`config.mk`:
```
export PLATFORM = sky130hd
export DESIGN_NAME = stw_test_scheduler
export DESIGN_NICKNAME = d
export VERILOG_FILES = /design/src/rtl/stw_test_scheduler.sv
export SDC_FILE = /design/constraint.sdc
export NUM_CORES = 1
export LEC_CHECK = 0
export BUFFER_PORTS_ARGS = -buffer_cell sky130_fd_sc_hd__buf_2
export CAP_MARGIN = 30
export CORE_ASPECT_RATIO = 0.9
export CORE_MARGIN = 4
export CORE_UTILIZATION = 50
export DETAILED_ROUTE_END_ITERATION = 10
export PLACE_DENSITY_LB_ADDON = 0.05
export SLEW_MARGIN = 20
export SYNTH_ARGS = -nofsm -noshare
export SYNTH_HDL_FRONTEND = slang
export SYNTH_SLANG_ARGS = --single-unit
```
`constraint.sdc`:
```
create_clock -name clk -period 7.44 [get_ports clk]
set_input_delay 0.372 -clock clk [delete_from_list [all_inputs] [get_ports clk]]
set_output_delay 0.372 -clock clk [all_outputs]
set_load 0.02 [all_outputs]
```
`src/rtl/stw_test_scheduler.sv`:
```
// Self-test-while-working scheduler: periodically broadcasts an LFSR test vector,
// starts one PE at a time in round-robin, and records sticky per-PE fault flags.
module stw_test_scheduler #(
    parameter int          WORD_SIZE   = 16,
    parameter int          NUM_PE      = 4,
    parameter int          TEST_PERIOD = 64,
    parameter int          TIMEOUT     = 8,
    parameter logic [15:0] LFSR_SEED   = 16'hACE1
) (
    input  logic                 clk,
    input  logic                 rst,
    input  logic                 enable,
    input  logic                 stall,
    input  logic                 clear_faults,
    output logic                 stw_test_load_en,
    output logic [WORD_SIZE-1:0] stw_mult_op1,
    output logic [WORD_SIZE-1:0] stw_mult_op2,
    output logic [WORD_SIZE-1:0] stw_add_op,
    output logic [WORD_SIZE-1:0] stw_expected,
    output logic [NUM_PE-1:0]    stw_start,
    input  logic [NUM_PE-1:0]    stw_complete,
    input  logic [NUM_PE-1:0]    stw_result,
    output logic [NUM_PE-1:0]    fault_map,
    output logic                 fault_valid,
    output logic [3:0]           fault_pe_idx,
    output logic                 busy
);

    localparam logic [2:0] S_IDLE        = 3'd0;
    localparam logic [2:0] S_WAIT_PERIOD = 3'd1;
    localparam logic [2:0] S_LOAD        = 3'd2;
    localparam logic [2:0] S_START       = 3'd3;
    localparam logic [2:0] S_WAIT_LOW    = 3'd4;
    localparam logic [2:0] S_WAIT_HIGH   = 3'd5;
    localparam logic [2:0] S_CHECK       = 3'd6;

    localparam int PW = $clog2(TEST_PERIOD + 1);
    localparam int TW = $clog2(TIMEOUT + 1);

    logic [2:0]           r_state;
    logic [2:0]           w_next;
    logic [15:0]          r_lfsr;
    logic [15:0]          w_lfsr_next;
    logic [3:0]           r_pe_idx;
    logic [PW-1:0]        r_period;
    logic [TW-1:0]        r_tmo;
    logic                 r_tmo_hit;
    logic                 w_timed_out;
    logic                 w_tmo_expired;
    logic [WORD_SIZE-1:0] r_op1, r_op2, r_add, r_exp;
    logic [WORD_SIZE-1:0] w_op1, w_op2, w_add, w_exp;
    logic [NUM_PE-1:0]    r_fault_map;
    logic                 r_fault_valid;
    logic [3:0]           r_fault_idx;
    logic [NUM_PE-1:0]    w_onehot;
    logic                 w_cur_complete;
    logic                 w_fail;
    logic [NUM_PE-1:0]    w_fail_mask;

    assign w_lfsr_next = {r_lfsr[14:0], r_lfsr[15] ^ r_lfsr[13] ^ r_lfsr[12] ^ r_lfsr[10]};
    assign w_op1 = r_lfsr;
    assign w_op2 = ~r_lfsr;
    assign w_add = {r_lfsr[7:0], r_lfsr[15:8]};
    assign w_exp = w_op1 * w_op2 + w_add;

    // Mask-and-reduce selects the current PE without an oversized bit index.
    assign w_onehot       = NUM_PE'(1) << r_pe_idx;
    assign w_cur_complete = |(stw_complete & w_onehot);
    assign w_fail         = r_tmo_hit || ~|(stw_result & w_onehot);
    assign w_fail_mask    = (r_state == S_CHECK && w_fail) ? w_onehot : '0;
    assign w_tmo_expired  = (r_tmo == TW'(TIMEOUT - 1));

    always_comb begin
        w_next      = r_state;
        w_timed_out = 1'b0;
        case (r_state)
            S_IDLE:        if (enable) w_next = S_WAIT_PERIOD;
            S_WAIT_PERIOD: begin
                if (!enable)                          w_next = S_IDLE;
                else if (r_period == '0 && !stall)    w_next = S_LOAD;
            end
            S_LOAD:        w_next = S_START;
            S_START:       w_next = S_WAIT_LOW;
            S_WAIT_LOW: begin
                if (w_tmo_expired) begin
                    w_next      = S_CHECK;
                    w_timed_out = 1'b1;
                end else if (!w_cur_complete) begin
                    w_next = S_WAIT_HIGH;
                end
            end
            S_WAIT_HIGH: begin
                if (w_cur_complete) begin
                    w_next = S_CHECK;
                end else if (w_tmo_expired) begin
                    w_next      = S_CHECK;
                    w_timed_out = 1'b1;
                end
            end
            S_CHECK:       w_next = enable ? S_WAIT_PERIOD : S_IDLE;
            default:       w_next = S_IDLE;
        endcase
    end

    always_ff @(posedge clk or posedge rst) begin
        if (rst) begin
            r_state       <= S_IDLE;
            r_lfsr        <= LFSR_SEED;
            r_pe_idx      <= '0;
            r_period      <= '0;
            r_tmo         <= '0;
            r_tmo_hit     <= 1'b0;
            r_op1         <= '0;
            r_op2         <= '0;
            r_add         <= '0;
            r_exp         <= '0;
            r_fault_map   <= '0;
            r_fault_valid <= 1'b0;
            r_fault_idx   <= '0;
        end else begin
            r_state       <= w_next;
            r_fault_valid <= 1'b0;
            // A failure in the same cycle as clear_faults keeps its bit set.
            r_fault_map   <= (clear_faults ? '0 : r_fault_map) | w_fail_mask;
            if (w_next == S_LOAD && r_state == S_WAIT_PERIOD) begin
                r_op1 <= w_op1;
                r_op2 <= w_op2;
                r_add <= w_add;
                r_exp <= w_exp;
            end
            case (r_state)
                S_IDLE: if (enable) r_period <= PW'(TEST_PERIOD);
                S_WAIT_PERIOD: if (r_period != '0) r_period <= r_period - PW'(1);
                S_START: begin
                    r_tmo     <= '0;
                    r_tmo_hit <= 1'b0;
                end
                S_WAIT_LOW, S_WAIT_HIGH: begin
                    r_tmo <= r_tmo + TW'(1);
                    if (w_timed_out) r_tmo_hit <= 1'b1;
                end
                S_CHECK: begin
                    r_lfsr   <= w_lfsr_next;
                    r_pe_idx <= (r_pe_idx == 4'(NUM_PE - 1)) ? '0 : r_pe_idx + 4'(1);
                    if (enable) r_period <= PW'(TEST_PERIOD);
                    if (w_fail) begin
                        r_fault_valid <= 1'b1;
                        r_fault_idx   <= r_pe_idx;
                    end
                end
                default: ;
            endcase
        end
    end

    assign stw_test_load_en = (r_state == S_LOAD);
    assign stw_start        = (r_state == S_START) ? w_onehot : '0;
    assign busy             = (r_state == S_LOAD) || (r_state == S_START) || (r_state == S_WAIT_LOW) ||
                              (r_state == S_WAIT_HIGH) || (r_state == S_CHECK);
    assign stw_mult_op1     = r_op1;
    assign stw_mult_op2     = r_op2;
    assign stw_add_op       = r_add;
    assign stw_expected     = r_exp;
    assign fault_map        = r_fault_map;
    assign fault_valid      = r_fault_valid;
    assign fault_pe_idx     = r_fault_idx;

endmodule

```
Word-level counts from Yosys, hierarchy flattened --
Index checks and enable logic that the tools add are counted.
Word-level totals: word-level logic and storage cells 84, output and inout bits 79, flip-flop bits (word level) 108
Operators by class: add/subtract/negate cells 4, shift operators 1, bitwise logic cells 7, reductions and logical operators 22, multiplexer cells 24, eq/ne operators 12, $mul 1
Operator list (number):
- $mux 3 | 7
- $pmux 3 s7 | 1
- $add 16x16->16 | 1
- $mul 16x16->16 | 1
- $mux 4 | 4
- $not 16->16 | 1
- $mux 7 | 2
- $pmux 7 s2 | 1
- $eq 3x2->1 const B | 3
- $eq 3x3->1 const B | 3
- $add 4x1->4 const B | 2
- $and 4x4->4 | 2
- $pmux 4 s2 | 1
- $reduce_or 4->1 | 2
- $logic_not 7->1 | 1
- $reduce_bool 7->1 | 1
- $sub 7x1->7 const B | 1
- $mux 1 | 6
- $logic_or 1x1->1 | 5
- $eq 4x2->1 const B | 1
- $eq 4x3->1 const B | 1
- $ne 2x1->1 const B | 2
- $or 4x4->4 | 1
- $pmux 1 s2 | 2
- 11 further kinds | 19

Longest topological paths before layout --
word-level depth 8, depth in mapped cells 20, gate-level depth less buffers 20

Least setup slack after synthesis --
No wires, ideal clock.
kind register -> register, from register r_lfsr[10], to register r_exp[14], in the netlist stw_expected[14], path slack 1.748 ns, data arrival time 5.564 ns, library setup time 0.127 ns, cell stages (with the launch flop) 20, path buffers 1, required time 7.313 ns, path through dfstp_2 clkbuf_1 nor2b_1 fa_1 inv_1 fa_1 fa_1 fa_1 inv_1 fa_1 inv_1 fa_1 inv_1 ha_1 a21oi_1 a21oi_1 o21a_1 o21ai_0 mux2i_1 or2_2
On the way: cells in the longest elaborated chain, start to end 3
RTL lines:
- start, declared | line 42 | logic [15:0] r_lfsr;
- start signal, assigned | line 143 | r_lfsr <= w_lfsr_next;
- $not 16->16 | line 62 | assign w_op2 = ~r_lfsr;
- $mul 16x16->16 | line 64 | assign w_exp = w_op1 * w_op2 + w_add;
- $add 16x16->16 * | line 64
- end signal, assigned | line 129 | r_exp <= w_exp;
- end, declared | line 50 | logic [WORD_SIZE-1:0] r_op1, r_op2, r_add, r_exp;
Mark *: on every way between the ends. The rest lies on a longest branch, timed or not. A chain may end at the register's enable or synchronous reset.

Final worst setup path --
from register r_lfsr[5], to register r_exp[15], in the netlist stw_expected[15]
On the way: cells in the longest elaborated chain, start to end 3
RTL lines:
- $not 16->16 | line 62
- net w_op2[5] | line 51 | logic [WORD_SIZE-1:0] w_op1, w_op2, w_add, w_exp;
- $mul 16x16->16 | line 64
- $add 16x16->16 | line 64
The timed path passes the listed nets, and every way through them passes these cells.

==> impl_metrics.py <==
metrics = {
    "outcome": {
        "run_status": "completed",
    },
    "layout": {
        "drive_above_1_share_pct": 15.2,
        "fin_area_um2": 8840,
        "fillers": 1473,
        "antennaDiodeCount": 0,
        "nNetsFinal": 1090,
        "area_growth_pct": 9.30,
    },
    "placement": {
        "dpl_cell_area_um2": 8520,
        "gp_congestion": 0.860,
        "post-dp-hpwl_um": 13600,
        "numPortBuffers": 91,
    },
    "cts": {
        "ctsResizeCount": 0,
        "postCtsSetupBuffers": 0,
        "cts_hold_buffers": 0,
        "cts_buffers": 9,
        "cts.sinks": 91,
        "cts-root-buf": "clkbuf_16",
        "cts_tree": "built",
        "cts_max_level": 3,
        "clk_latency_ps": 360,
        "clock_path_buffers": 2,
        "cts.clk_slew.worst_paths_ps": 80,
    },
    "detailed_routing": {
        "dr.pass1.iters": 4,
        "antenna_left": 0,
        "detail_route.iter0.violations": 279,
        "num_vias": 5831,
        "drc": 0,
        "wl_per_cell_um": 16.3,
        "via_per_inst": 5.15,
        "routed_wl_um": 18500,
    },
    "floorplan": {
        "num_rows": 43,
        "die_area_um2": 18300,
        "boundaryPins": 92,
        "core-area_um2": 15700,
        "die_h_um": 129,
        "die_x_um": 142,
        "initial_core_util_pct": 51.7,
    },
    "job": {
        "drv_cap": 0,
    },
    "critical_path": {
        "path_delay_family": "adder cells",
        "crit_chain": "clkinv_1 -> ha_1 -> inv_1 -> ha_1 -> inv_1 -> fa_1 -> fa_1 -> fa_1 -> inv_1 -> fa_1 -> inv_1 -> fa_1 -> inv_1 -> ha_1 -> a21oi_1 -> o21ai_0 -> a21oi_1 -> o21ai_0 -> xnor3_1 -> o21ai_1",
        "cp_slowest_stage_delay_ps": 750,
        "worstPathArrival_ps": 6540,
        "cp_max_fo": 16,
        "start_kind": "register",
        "critical_path.slowest_cell": "dfstp_2",
        "critical_path_class": "reg -> reg",
        "endpoint_kind": "register",
        "required_ps": 7650,
        "worst-path-buf-inv": 6,
    },
    "timing": {
        "hold_violations": 0,
        "clock_skew_ps": 10.8,
        "fmax_mhz": 158,
        "finalMaxSlewViolations": 0,
        "rsz0062_at_grt": "no",
        "worstMarginPinSlew_ps": 863,
        "period_share_pct": 85.0,
        "finalSetupTns_ps": 0,
        "relSlewSlack_pct": 42.4,
        "fin_crit_ps": 6330,
        "finalSetupViolCount": 0,
    },
    "synthesis": {
        "syn_area_per_cell_um2": 9.21,
        "synth_top_area_share_pct": 25.7,
        "synth.distinct_cells": 52,
        "synth_top_area_cell": "dfrtp_1",
        "ys.warnings.count": 0,
        "yosys-top-cells-area": "dfrtp_1, fa_1, ha_1",
        "ys_seq_elements": 91,
        "ys.flop_type": "dfrtp_1",
        "mappedNetlistArea_um2": 8090,
        "synth-edff-count": 0,
        "mappedNetlistNets": 1043,
        "ys_seq_area_share_pct": 28.3,
        "synthesis.instances": 878,
        "async_flop_share_pct": 100,
    },
    "power": {
        "p_per_area_nw_per_um2": 170,
        "p_leak_nw": 4.65,
        "max-vdd-ir-drop_v": 0.000123,
    },
    "global_route": {
        "grt_max_degree": 88,
        "grt_usage_pct": 21.3,
        "antenna_found_initial": 0,
        "grt_pass1_wl_um": 30800,
        "grt_pass1_vias": 5987,
        "gr-total-overflow": 0,
    },
    "worst_hold_path": {
        "min_path_type": "in -> async",
    },
}
-- routing by layer --
layer	global-route usage, %	part of all wire (%)	wire length, um
met1	30.7	48	8950
met2	34.3	46	8570
met3	3.57	4.1	759
met4	4.23	0.99	183
met5	0	0	0
-- placed cells by master, fill, tap and decap left out, drive strengths merged, types with 2 or more instances in the layout --
cell	n
o21bai	2
mux2i	3
xnor2	28
a22o	4
mux2	12
a31oi	2
mux4	2
o21a	7
buf	95
o22ai	5
o211ai	2
o2111ai	2
o31ai	4
inv	162
xor2	6
nand3	6
nand3b	3
nand2b	20
dfrtp	83
a21o	4
ha	68
xnor3	2
o21ai	61
nand4	2
nor2b	16
nor3b	2
clkinv	6
nor3	7
fa	84
or3	3
a211oi	2
a21oi	20
nor4	3
dfstp	8
nand2	125
nor2	50
clkbuf	9
-- kinds of logic (layout without fill, tap and decap cells) --
logic type,after synthesis,after routing,share of synthesized area [%]
compound gates,120,120,8.80
simple gates,242,242,13.4
mux,17,17,2.60
flops,91,91,28.3
fa+ha+maj,152,152,31.3
xor+xnor,36,36,4.33
buf+inv,220,272,11.2
-- cell usage after synthesis (all sizes together), types with 7 or more instances --
library cell,n
nand2,125
nor2,50
o21a,7
nand2b,20
xnor2,28
fa,84
o21ai,61
nor2b,16
mux2,12
dfstp,8
nor3,7
dfrtp,83
a21oi,20
inv,159
ha,68
buf,31
clkbuf,28
-- registers in the layout (all words and copies together) (netlist names) --
name and flops:
r_lfsr 16, stw_mult_op2 16, stw_expected 15, stw_mult_op1 15, r_period 7, fault_map 4, fault_pe_idx 4, r_pe_idx 4
r_tmo 4, r_state 3, fault_valid 1, r_tmo_hit 1, stw_add_op 1
-- metrics by stage --
step	worst slack [ps]	util, %	hold slack, ps	power [mW]	cells
floorplan	1750	-	466	0.915	878
global placement	1350	54.4	456	1.01	1115
detailed placement	1160	54.4	464	1.03	1116
CTS	1120	56.5	67.9	1.52	1132
global route	787	56.5	82.8	1.59	1132
finish	1110	56.5	56.4	1.50	1132
-- path summary, 6_finish.rpt --
kind,slack [ps],end,depth (start not counted),from
worst max-delay path,1110,stw_expected[15]$_DFFE_PP0P_,20,r_lfsr[5]$_DFFE_PP1P_
worst min-delay path,60,stw_mult_op1[11]$_DFFE_PP0P_,2,rst
worst max register to register,1110,stw_expected[15]$_DFFE_PP0P_,20,r_lfsr[5]$_DFFE_PP1P_
worst min register to register,470,stw_expected[9]$_DFFE_PP0P_,2,stw_expected[9]$_DFFE_PP0P_
max in group asynchronous,6210,stw_expected[15]$_DFFE_PP0P_,3,rst
min in group clk,240,fault_map[2]$_DFF_PP0_,2,clear_faults
-- area by class of cell --
| type | count | area (um2) | share of cell area (%) |
|---|---|---|---|
| clock inverters | 7 | 91.3 | 1.03 |
| flip-flops and latches | 91 | 2290 | 25.9 |
| inverters | 161 | 606 | 6.85 |
| well taps | 202 | 253 | 2.86 |
| repair buffers | 95 | 485 | 5.49 |
| clock buffers | 9 | 225 | 2.55 |
| multi-input cells | 567 | 4890 | 55.3 |
-- report_power, final --
group	total (mW)	internal [mW]	switching, mW
registers	0.661	0.571	0.0899
logic	0.351	0.141	0.211
clock network	0.493	0.244	0.249
No activity file was read; power rests on OpenSTA's default activity.
